===== config.mk =====
export PLATFORM = sky130hd
export DESIGN_NAME = alu_issue_flat
export DESIGN_NICKNAME = d
export VERILOG_FILES = /design/src/rtl/alu_issue_if.sv /design/src/rtl/alu_issue.sv /design/src/flat_wrapper.sv
export SDC_FILE = /design/constraint.sdc
export NUM_CORES = 1
export LEC_CHECK = 0
export ABC_AREA = 0
export CAP_MARGIN = 20
export CORE_AREA = 2 2 115 117
export DETAILED_ROUTE_END_ITERATION = 8
export DIE_AREA = 0 0 117 119
export GPL_TIMING_DRIVEN = 0
export PLACE_DENSITY = 0.82
export SYNTH_ARGS = -nofsm -noshare
export SYNTH_HDL_FRONTEND = slang
export SYNTH_SLANG_ARGS = --single-unit

===== constraint.sdc =====
create_clock -name i_clk -period 2.78 [get_ports i_clk]
set_clock_uncertainty 0.05 [all_clocks]
set_input_delay 0.417 -clock i_clk [delete_from_list [all_inputs] [get_ports i_clk]]
set_output_delay 0.417 -clock i_clk [all_outputs]
set_load 0.02 [all_outputs]

===== src/rtl/alu_issue_if.sv =====
// rtl/alu_issue_if.sv - upstream, ALU and writeback signal bundle for alu_issue
//
// Purpose: groups every non-clock/reset port of alu_issue.
// Modports:
//   slave  - seen by alu_issue (i_* inputs, o_* outputs)
//   master - seen by the driver of alu_issue (testbench / pipeline)
// Signals:
//   upstream : i_valid, o_ready, i_funct3, i_funct7_5, i_is_imm, i_force_add,
//              i_a_sel, i_rs1_val, i_rs2_val, i_imm, i_pc, i_rs1, i_rs2, i_rd
//   ALU      : o_alu_op, o_alu_a, o_alu_b, o_alu_valid, i_alu_out, i_alu_valid
//   writeback: o_wb_valid, i_wb_ready, o_wb_data, o_wb_rd
interface alu_issue_if #(
    parameter int XLEN = 32,
    parameter int RD_W = 5
);
    logic            i_valid;
    logic            o_ready;
    logic [2:0]      i_funct3;
    logic            i_funct7_5;
    logic            i_is_imm;
    logic            i_force_add;
    logic [1:0]      i_a_sel;
    logic [XLEN-1:0] i_rs1_val;
    logic [XLEN-1:0] i_rs2_val;
    logic [XLEN-1:0] i_imm;
    logic [XLEN-1:0] i_pc;
    logic [RD_W-1:0] i_rs1;
    logic [RD_W-1:0] i_rs2;
    logic [RD_W-1:0] i_rd;

    logic [3:0]      o_alu_op;
    logic [XLEN-1:0] o_alu_a;
    logic [XLEN-1:0] o_alu_b;
    logic            o_alu_valid;
    logic [XLEN-1:0] i_alu_out;
    logic            i_alu_valid;

    logic            o_wb_valid;
    logic            i_wb_ready;
    logic [XLEN-1:0] o_wb_data;
    logic [RD_W-1:0] o_wb_rd;

    modport slave (
        input  i_valid, i_funct3, i_funct7_5, i_is_imm, i_force_add, i_a_sel,
               i_rs1_val, i_rs2_val, i_imm, i_pc, i_rs1, i_rs2, i_rd,
               i_alu_out, i_alu_valid, i_wb_ready,
        output o_ready, o_alu_op, o_alu_a, o_alu_b, o_alu_valid,
               o_wb_valid, o_wb_data, o_wb_rd
    );

    modport master (
        output i_valid, i_funct3, i_funct7_5, i_is_imm, i_force_add, i_a_sel,
               i_rs1_val, i_rs2_val, i_imm, i_pc, i_rs1, i_rs2, i_rd,
               i_alu_out, i_alu_valid, i_wb_ready,
        input  o_ready, o_alu_op, o_alu_a, o_alu_b, o_alu_valid,
               o_wb_valid, o_wb_data, o_wb_rd
    );
endinterface


===== src/rtl/alu_issue.sv =====
// rtl/alu_issue.sv - execute-stage issue/retire wrapper around the integer ALU
//
// Purpose: accepts one decoded RV32I ALU instruction, builds {sp, op} and the
// operands, strobes the ALU for one cycle, waits for its result and holds it
// with the destination index until writeback accepts it. One instruction in
// flight at a time.
// Ports:
//   i_clk   - clock, all state on the rising edge
//   i_rst_n - asynchronous active-low reset
//   bus     - alu_issue_if.slave (upstream, ALU and writeback signals)
// Optional feature: define ALU_ISSUE_FWD_EN to forward the most recently
// retired result into rs1/rs2 on accept.
module alu_issue #(
    parameter int XLEN = 32,
    parameter int RD_W = 5
) (
    input  logic         i_clk,
    input  logic         i_rst_n,
    alu_issue_if.slave   bus
);
    typedef enum logic [1:0] {
        S_IDLE  = 2'd0,
        S_ISSUE = 2'd1,
        S_WAIT  = 2'd2,
        S_HOLD  = 2'd3
    } state_t;

    state_t r_state;
    state_t w_next;

    logic            w_accept;
    logic            w_capture;
    logic            w_retire;
    logic [2:0]      w_op;
    logic            w_sp;
    logic [XLEN-1:0] w_rs1_eff;
    logic [XLEN-1:0] w_rs2_eff;
    logic [XLEN-1:0] w_a;
    logic [XLEN-1:0] w_b;

    logic [3:0]      r_alu_op;
    logic [XLEN-1:0] r_alu_a;
    logic [XLEN-1:0] r_alu_b;
    logic [XLEN-1:0] r_wb_data;
    logic [RD_W-1:0] r_wb_rd;

    assign w_accept  = (r_state == S_IDLE) && bus.i_valid;
    assign w_capture = (r_state == S_WAIT) && bus.i_alu_valid;
    assign w_retire  = (r_state == S_HOLD) && bus.i_wb_ready;

    // State register
    always_ff @(posedge i_clk or negedge i_rst_n) begin
        if (!i_rst_n) begin
            r_state <= S_IDLE;
        end else begin
            r_state <= w_next;
        end
    end

    // Next state and state-decoded outputs
    always_comb begin
        w_next          = r_state;
        bus.o_ready     = 1'b0;
        bus.o_alu_valid = 1'b0;
        bus.o_wb_valid  = 1'b0;
        case (r_state)
            S_IDLE: begin
                bus.o_ready = 1'b1;
                if (bus.i_valid) w_next = S_ISSUE;
            end
            S_ISSUE: begin
                bus.o_alu_valid = 1'b1;
                w_next          = S_WAIT;
            end
            S_WAIT: begin
                if (bus.i_alu_valid) w_next = S_HOLD;
            end
            S_HOLD: begin
                bus.o_wb_valid = 1'b1;
                if (bus.i_wb_ready) w_next = S_IDLE;
            end
            default: w_next = S_IDLE;
        endcase
    end

    // Op decode: sp selects SUB for the OP form of funct3=0 and SRA/SRAI for
    // funct3=5; ADDI ignores instr[30] since it is part of the immediate.
    always_comb begin
        w_op = bus.i_funct3;
        w_sp = 1'b0;
        if (bus.i_funct3 == 3'd5) begin
            w_sp = bus.i_funct7_5;
        end else if (bus.i_funct3 == 3'd0) begin
            w_sp = bus.i_funct7_5 & ~bus.i_is_imm;
        end
        if (bus.i_force_add) begin
            w_op = 3'd0;
            w_sp = 1'b0;
        end
    end

`ifdef ALU_ISSUE_FWD_EN
    logic [RD_W-1:0] r_last_rd;
    logic [XLEN-1:0] r_last_data;

    // Remember the last retired result; x0 is never forwarded.
    always_ff @(posedge i_clk or negedge i_rst_n) begin
        if (!i_rst_n) begin
            r_last_rd   <= '0;
            r_last_data <= '0;
        end else if (w_retire) begin
            r_last_rd   <= r_wb_rd;
            r_last_data <= r_wb_data;
        end
    end

    always_comb begin
        w_rs1_eff = bus.i_rs1_val;
        w_rs2_eff = bus.i_rs2_val;
        if ((r_last_rd != '0) && (bus.i_rs1 == r_last_rd)) w_rs1_eff = r_last_data;
        if ((r_last_rd != '0) && (bus.i_rs2 == r_last_rd)) w_rs2_eff = r_last_data;
    end
`else
    logic w_unused_fwd_idx;
    assign w_unused_fwd_idx = ^{bus.i_rs1, bus.i_rs2};
    assign w_rs1_eff = bus.i_rs1_val;
    assign w_rs2_eff = bus.i_rs2_val;
`endif

    // Operand selection; pc feeds AUIPC, zero feeds LUI.
    always_comb begin
        case (bus.i_a_sel)
            2'd0:    w_a = w_rs1_eff;
            2'd1:    w_a = bus.i_pc;
            default: w_a = '0;
        endcase
        w_b = (bus.i_is_imm | bus.i_force_add) ? bus.i_imm : w_rs2_eff;
    end

    // Datapath: ALU inputs load only on accept so they stay stable until the
    // next instruction; result is captured only in WAIT.
    always_ff @(posedge i_clk or negedge i_rst_n) begin
        if (!i_rst_n) begin
            r_alu_op  <= '0;
            r_alu_a   <= '0;
            r_alu_b   <= '0;
            r_wb_data <= '0;
            r_wb_rd   <= '0;
        end else begin
            if (w_accept) begin
                r_alu_op <= {w_sp, w_op};
                r_alu_a  <= w_a;
                r_alu_b  <= w_b;
                r_wb_rd  <= bus.i_rd;
            end
            if (w_capture) begin
                r_wb_data <= bus.i_alu_out;
            end
        end
    end

    assign bus.o_alu_op  = r_alu_op;
    assign bus.o_alu_a   = r_alu_a;
    assign bus.o_alu_b   = r_alu_b;
    assign bus.o_wb_data = r_wb_data;
    assign bus.o_wb_rd   = r_wb_rd;
endmodule

===== src/flat_wrapper.sv =====
// flat-port wrapper written by rule: the top's interface ports become plain ports
module alu_issue_flat 
#(
    parameter int XLEN = 32,
    parameter int RD_W = 5
)
  (i_clk, i_rst_n, bus_i_valid, bus_i_funct3, bus_i_funct7_5, bus_i_is_imm, bus_i_force_add, bus_i_a_sel, bus_i_rs1_val, bus_i_rs2_val, bus_i_imm, bus_i_pc, bus_i_rs1, bus_i_rs2, bus_i_rd, bus_i_alu_out, bus_i_alu_valid, bus_i_wb_ready, bus_o_ready, bus_o_alu_op, bus_o_alu_a, bus_o_alu_b, bus_o_alu_valid, bus_o_wb_valid, bus_o_wb_data, bus_o_wb_rd);
  alu_issue_if #(.XLEN(XLEN), .RD_W(RD_W)) bus_i ();
  input  logic i_clk;
  input  logic i_rst_n;
  input wire logic [$bits(bus_i.i_valid)-1:0] bus_i_valid;
  input wire logic [$bits(bus_i.i_funct3)-1:0] bus_i_funct3;
  input wire logic [$bits(bus_i.i_funct7_5)-1:0] bus_i_funct7_5;
  input wire logic [$bits(bus_i.i_is_imm)-1:0] bus_i_is_imm;
  input wire logic [$bits(bus_i.i_force_add)-1:0] bus_i_force_add;
  input wire logic [$bits(bus_i.i_a_sel)-1:0] bus_i_a_sel;
  input wire logic [$bits(bus_i.i_rs1_val)-1:0] bus_i_rs1_val;
  input wire logic [$bits(bus_i.i_rs2_val)-1:0] bus_i_rs2_val;
  input wire logic [$bits(bus_i.i_imm)-1:0] bus_i_imm;
  input wire logic [$bits(bus_i.i_pc)-1:0] bus_i_pc;
  input wire logic [$bits(bus_i.i_rs1)-1:0] bus_i_rs1;
  input wire logic [$bits(bus_i.i_rs2)-1:0] bus_i_rs2;
  input wire logic [$bits(bus_i.i_rd)-1:0] bus_i_rd;
  input wire logic [$bits(bus_i.i_alu_out)-1:0] bus_i_alu_out;
  input wire logic [$bits(bus_i.i_alu_valid)-1:0] bus_i_alu_valid;
  input wire logic [$bits(bus_i.i_wb_ready)-1:0] bus_i_wb_ready;
  output wire logic [$bits(bus_i.o_ready)-1:0] bus_o_ready;
  output wire logic [$bits(bus_i.o_alu_op)-1:0] bus_o_alu_op;
  output wire logic [$bits(bus_i.o_alu_a)-1:0] bus_o_alu_a;
  output wire logic [$bits(bus_i.o_alu_b)-1:0] bus_o_alu_b;
  output wire logic [$bits(bus_i.o_alu_valid)-1:0] bus_o_alu_valid;
  output wire logic [$bits(bus_i.o_wb_valid)-1:0] bus_o_wb_valid;
  output wire logic [$bits(bus_i.o_wb_data)-1:0] bus_o_wb_data;
  output wire logic [$bits(bus_i.o_wb_rd)-1:0] bus_o_wb_rd;
  assign bus_i.i_valid = bus_i_valid;
  assign bus_i.i_funct3 = bus_i_funct3;
  assign bus_i.i_funct7_5 = bus_i_funct7_5;
  assign bus_i.i_is_imm = bus_i_is_imm;
  assign bus_i.i_force_add = bus_i_force_add;
  assign bus_i.i_a_sel = bus_i_a_sel;
  assign bus_i.i_rs1_val = bus_i_rs1_val;
  assign bus_i.i_rs2_val = bus_i_rs2_val;
  assign bus_i.i_imm = bus_i_imm;
  assign bus_i.i_pc = bus_i_pc;
  assign bus_i.i_rs1 = bus_i_rs1;
  assign bus_i.i_rs2 = bus_i_rs2;
  assign bus_i.i_rd = bus_i_rd;
  assign bus_i.i_alu_out = bus_i_alu_out;
  assign bus_i.i_alu_valid = bus_i_alu_valid;
  assign bus_i.i_wb_ready = bus_i_wb_ready;
  assign bus_o_ready = bus_i.o_ready;
  assign bus_o_alu_op = bus_i.o_alu_op;
  assign bus_o_alu_a = bus_i.o_alu_a;
  assign bus_o_alu_b = bus_i.o_alu_b;
  assign bus_o_alu_valid = bus_i.o_alu_valid;
  assign bus_o_wb_valid = bus_i.o_wb_valid;
  assign bus_o_wb_data = bus_i.o_wb_data;
  assign bus_o_wb_rd = bus_i.o_wb_rd;
  alu_issue #(.XLEN(XLEN), .RD_W(RD_W)) u_core (.i_clk(i_clk), .i_rst_n(i_rst_n), .bus(bus_i));
endmodule

Word-level counts from Yosys, hierarchy flattened. Index checks and enable logic that the tools add are counted.

Flip-flop bits (word level): 107. Input bits: 188. Logic and storage cells: 36. Output and inout bits: 108.

Equal/unequal tests: 8. Multiplexer cells: 13. Reduce and logical (&&, ||, !) cells: 6. Bitwise gates (word level): 3.

Operators with widths (count): 32-bit case mux with 2 select lines (1); 32-bit two-way mux (1); 2-bit case mux with 4 select lines (1); 1-bit two-way mux (6); 2-bit two-way mux (3); 2-bit inequality test, second input constant (3); 2-bit by 1-bit equality test with 1-bit output, second input constant (2); 2-bit equality test, second input constant (2); 2-bit logical NOT (2); 3-bit equality test, second input constant (1); 3-bit logical NOT (1); 3-bit two-way mux (1); 3-bit AND reduction (1); 1-bit logical AND (2); 1-bit AND (1); 1-bit NOT (1); 1-bit OR (1).

Longest topological paths before layout.
Word-level depth: 5. Depth in mapped cells: 8. Gate-level depth less buffers: 5.

Least setup slack after synthesis. OpenSTA, ideal clock, no wires.

Path type: register to register. Start: register u_core.r_state[0]. End: register u_core.r_state[1]. Setup time: 0.125 ns. Path slack: 1.142 ns. Data arrival time: 1.463 ns. Cell stages (with the launch flop): 5. Clock period less this slack: 1.638 ns. Required time: 2.605 ns. Cells stage by stage: dfrtp_1 -> ha_1 -> nor2b_1 -> a221oi_1 -> mux2_2.

Word-level cells in the longest chain between the ends: 3.

Ends and longest elaborated chain: start: declaration (line alu_issue.sv:28) `state_t r_state;`; start signal: assignment (line alu_issue.sv:56) `r_state <= w_next;`; 2-bit equality test (tied with other cells); 2-bit inequality test (no line); 3-bit AND reduction (no line).

Parallel ways exist; a longest one is shown, timed or not. A chain may end at the register's enable or synchronous reset.

Worst setup path after layout.
Start: register u_core.r_state[0]. End: output bus_o_ready.

Word-level cells in the longest chain between the ends: 2.

Ends and longest elaborated chain: 2-bit logical NOT (line alu_issue.sv:66) `case (r_state)`; 1-bit two-way mux (line alu_issue.sv:66); end: declaration (line flat_wrapper.sv:27) `output wire logic [$bits(bus_i.o_ready)-1:0] bus_o_ready;`.

No other way between the ends.

==> results.cfg <==
[outcome]
status = completed

[timing]
rsz0062_at_grt = false
finalMaxSlewViolations = 0
setup_ws_ns = 0.567
tightestPinTransition_ns = 0.727
clock.fmax_ghz = 0.452
slew_headroom_pct = 51.5
fin_tns_setup_ns = 0
final_hold_viol_count = 0
finalCritPeriodShare_pct = 79.6
setup_violations = 0
fin_crit_ns = 2.21

[global_routing]
globalRouteMet1Util_pct = 21.2
grt.total_usage_pct = 19.6
antenna_found_initial = 0
grt_util_met2_pct = 35.7
grt_pass1_vias = 4356
grt_max_degree = 56
grt_pass1_wl_um = 21100
grt-ovfl-total = 0
busiest_layer = met2
met3_usage_pct = 4.68

[setup_path]
cp.required_ns = 2.31
crit_path_cell_trace = inv_1 > ha_1 > clkdlybuf4s50_1
crit_path_end_kind = output pin
worstPathArrival_ns = 1.75
path_class = register to output pin
crit_fanout = 4
slowest_delay_ns = 0.65
start_kind = register
crit_slowest_cell = clkdlybuf4s50_1
reg2regPathDepth = 7

[routing]
initialDrtViolationCount = 115
via_per_inst = 4.70
drc = 0
antenna_left = 0
dr.pass1.iters = 4
drt_wl_total_um = 13900
vias = 4075
avgRoutedWirePerCell_um = 16.0

[finish]
regArea_um2 = 2680
multi_input_area_um2 = 1810
utilization_pct = 62.5
area_growth_pct = 72.8
antenna-diode-count = 0
nets = 878
fillCellCount = 1055
layout-drive-gt1-share_pct = 11.1
final_area_um2 = 8050

[synthesis]
synth_edf_count = 0
yosys-top-cells-area = dfrtp_1 57%, mux2i_1 14%, mux2_2 9.2%
synth_compound_area_share_pct = 8.00
synth.yosys.seq_area_share_pct = 57.5
syn_area_um2 = 4660
synth_nets = 582
synth.distinct_cells = 22
synthAdderAreaFrac_pct = 1.07
synthFlopType = dfrtp_1
synthXorXnorAreaFrac_pct = 0
ys_ff_latch = 107
synthDominantCellAreaShare_pct = 57.5
synth-simple-area-share_pct = 6.74
synth_top_family_by_area = multiplexers
synth_common_cells = 107 x dfrtp_1, 69 x nand2_1, 64 x mux2i_1, 58 x o21ai_1, 38 x mux2_2
synth_mux_area_share_pct = 22.9
synth.avg_cell_area_um2 = 11.9
async_flop_share_pct = 100
yosysTopAreaCell = dfrtp_1
syn-instance-count = 390
yosysMostFrequentCell = dfrtp_1
ys.warnings.count = 0

[die]
die_w_um = 117
dieArea_um2 = 13900
rows = 42
dieHeight_um = 119
coreArea_um2 = 12900
io_pins = 296
initial_core_util_pct = 36.2

[clock_network]
path_clk_slew_ns = 0.07
cts_buffer_depth = 2
clockRootBuffer = clkbuf_16
cts_max_level = 3
postCtsSetupRepairBufs = 0
cts_hold_buf = 0
clk_latency_ns = 0.34
cts_resized = 0
cts_made_buffers = 9
tritoncts = done
cts_sinks = 107

[power]
leakage_nw = 3.47
p_per_area_nw_per_um2 = 1000
worst_ir_drop_vdd_uv = 646
total_power_mw = 8.09

[placed_design]
hpwl_um = 11200
post_dp_cell_area_um2 = 7750
pre_cts_ws_ns = 0.831
gp_congestion = 0.775
io_buffer_count = 284

[hold_path]
hp-class = input port to async pin

[run]
max-cap-violations = 0
==> flip-flops by register name, indices dropped and copies added (netlist names) <==
name and cells:
u_core.bus.o_alu_a 32, u_core.bus.o_alu_b 32, u_core.bus.o_alu_op 4, u_core.bus.o_wb_data 32, u_core.bus.o_wb_rd 5, u_core.r_state 2
==> placed cells by master (no fill, tap or decap), types with 2 or more instances in the layout <==
cell,instances
clkdlybuf4s50_1,283
dfrtp_1,107
nand2_1,69
mux2i_1,64
o21ai_1,58
mux2_2,38
o21ai_0,9
clkbuf_16,9
buf_2,7
clkbuf_1,7
buf_6,6
inv_1,4
buf_4,4
ha_1,4
nand2b_1,3
clkinv_4,3
clkbuf_2,2
nor3_1,2
==> through the flow <==
stage / cells / hold WS, ns
2_1_floorplan: 390 / 0.0714
3_3_place_gp: 850 / 0.413
3_5_place_dp: 851 / 0.421
4_1_cts: 867 / 0.0964
5_1_grt: 867 / 0.125
6_report: 867 / 0.0726
==> area by class of cell <==
cell class | count | area share (%)
clock inverters | 7 | 0.964
repair buffers | 285 | 35.6
flip-flops and latches | 107 | 33.3
well taps | 176 | 2.74
inverters | 4 | 0.187
multi-input cells | 254 | 22.4
plain buffers | 25 | 2.00
clock buffers | 9 | 2.80
==> worst max-delay path, delay by kind of cell (launching register included) <==
kind	cells	cell delay (ns)
buffers and inverters	2	0.75
flip-flops	1	0.41
adder cells (fa/ha/maj)	1	0.24
==> worst paths after layout <==
check                                               to                   start  slack, ns
worst max-delay path                       bus_o_ready       u_core.r_state[0]       0.57
max in group asynchronous        u_core.bus.o_alu_a[0]                 i_rst_n       1.90
worst max register to register  u_core.bus.o_alu_a[14]       u_core.r_state[0]       1.03
min in group i_clk              u_core.bus.o_alu_a[30]          bus_i_a_sel[0]       0.38
worst min register to register  u_core.bus.o_alu_a[31]  u_core.bus.o_alu_a[31]       0.43
worst min-delay path            u_core.bus.o_alu_b[13]                 i_rst_n       0.07
==> per-layer routing <==
layer  up-vias  routed length, um
met2       183               7140
met1      1924               5240
met4         0                445
li1       1937                  -
met3        31               1040
met5         -                  0
==> kinds of logic (layout without fill, tap and decap cells) <==
| kind of cell | after synthesis | after routing |
|---|---|---|
| AOI/OAI and AO/OA | 71 | 71 |
| adders and majority gates | 4 | 4 |
| buffers and inverters | 29 | 330 |
| and+or+nand+nor | 77 | 77 |
| muxes | 102 | 102 |
| DFF | 107 | 107 |
==> report_power, final <==
part	total [mW]	internal [mW]	switching, mW
Sequential	2.70	2.30	0.395
Clock	1.29	0.705	0.587
Combinational	4.10	2.08	2.02
Power figures use the tool's default switching activity.
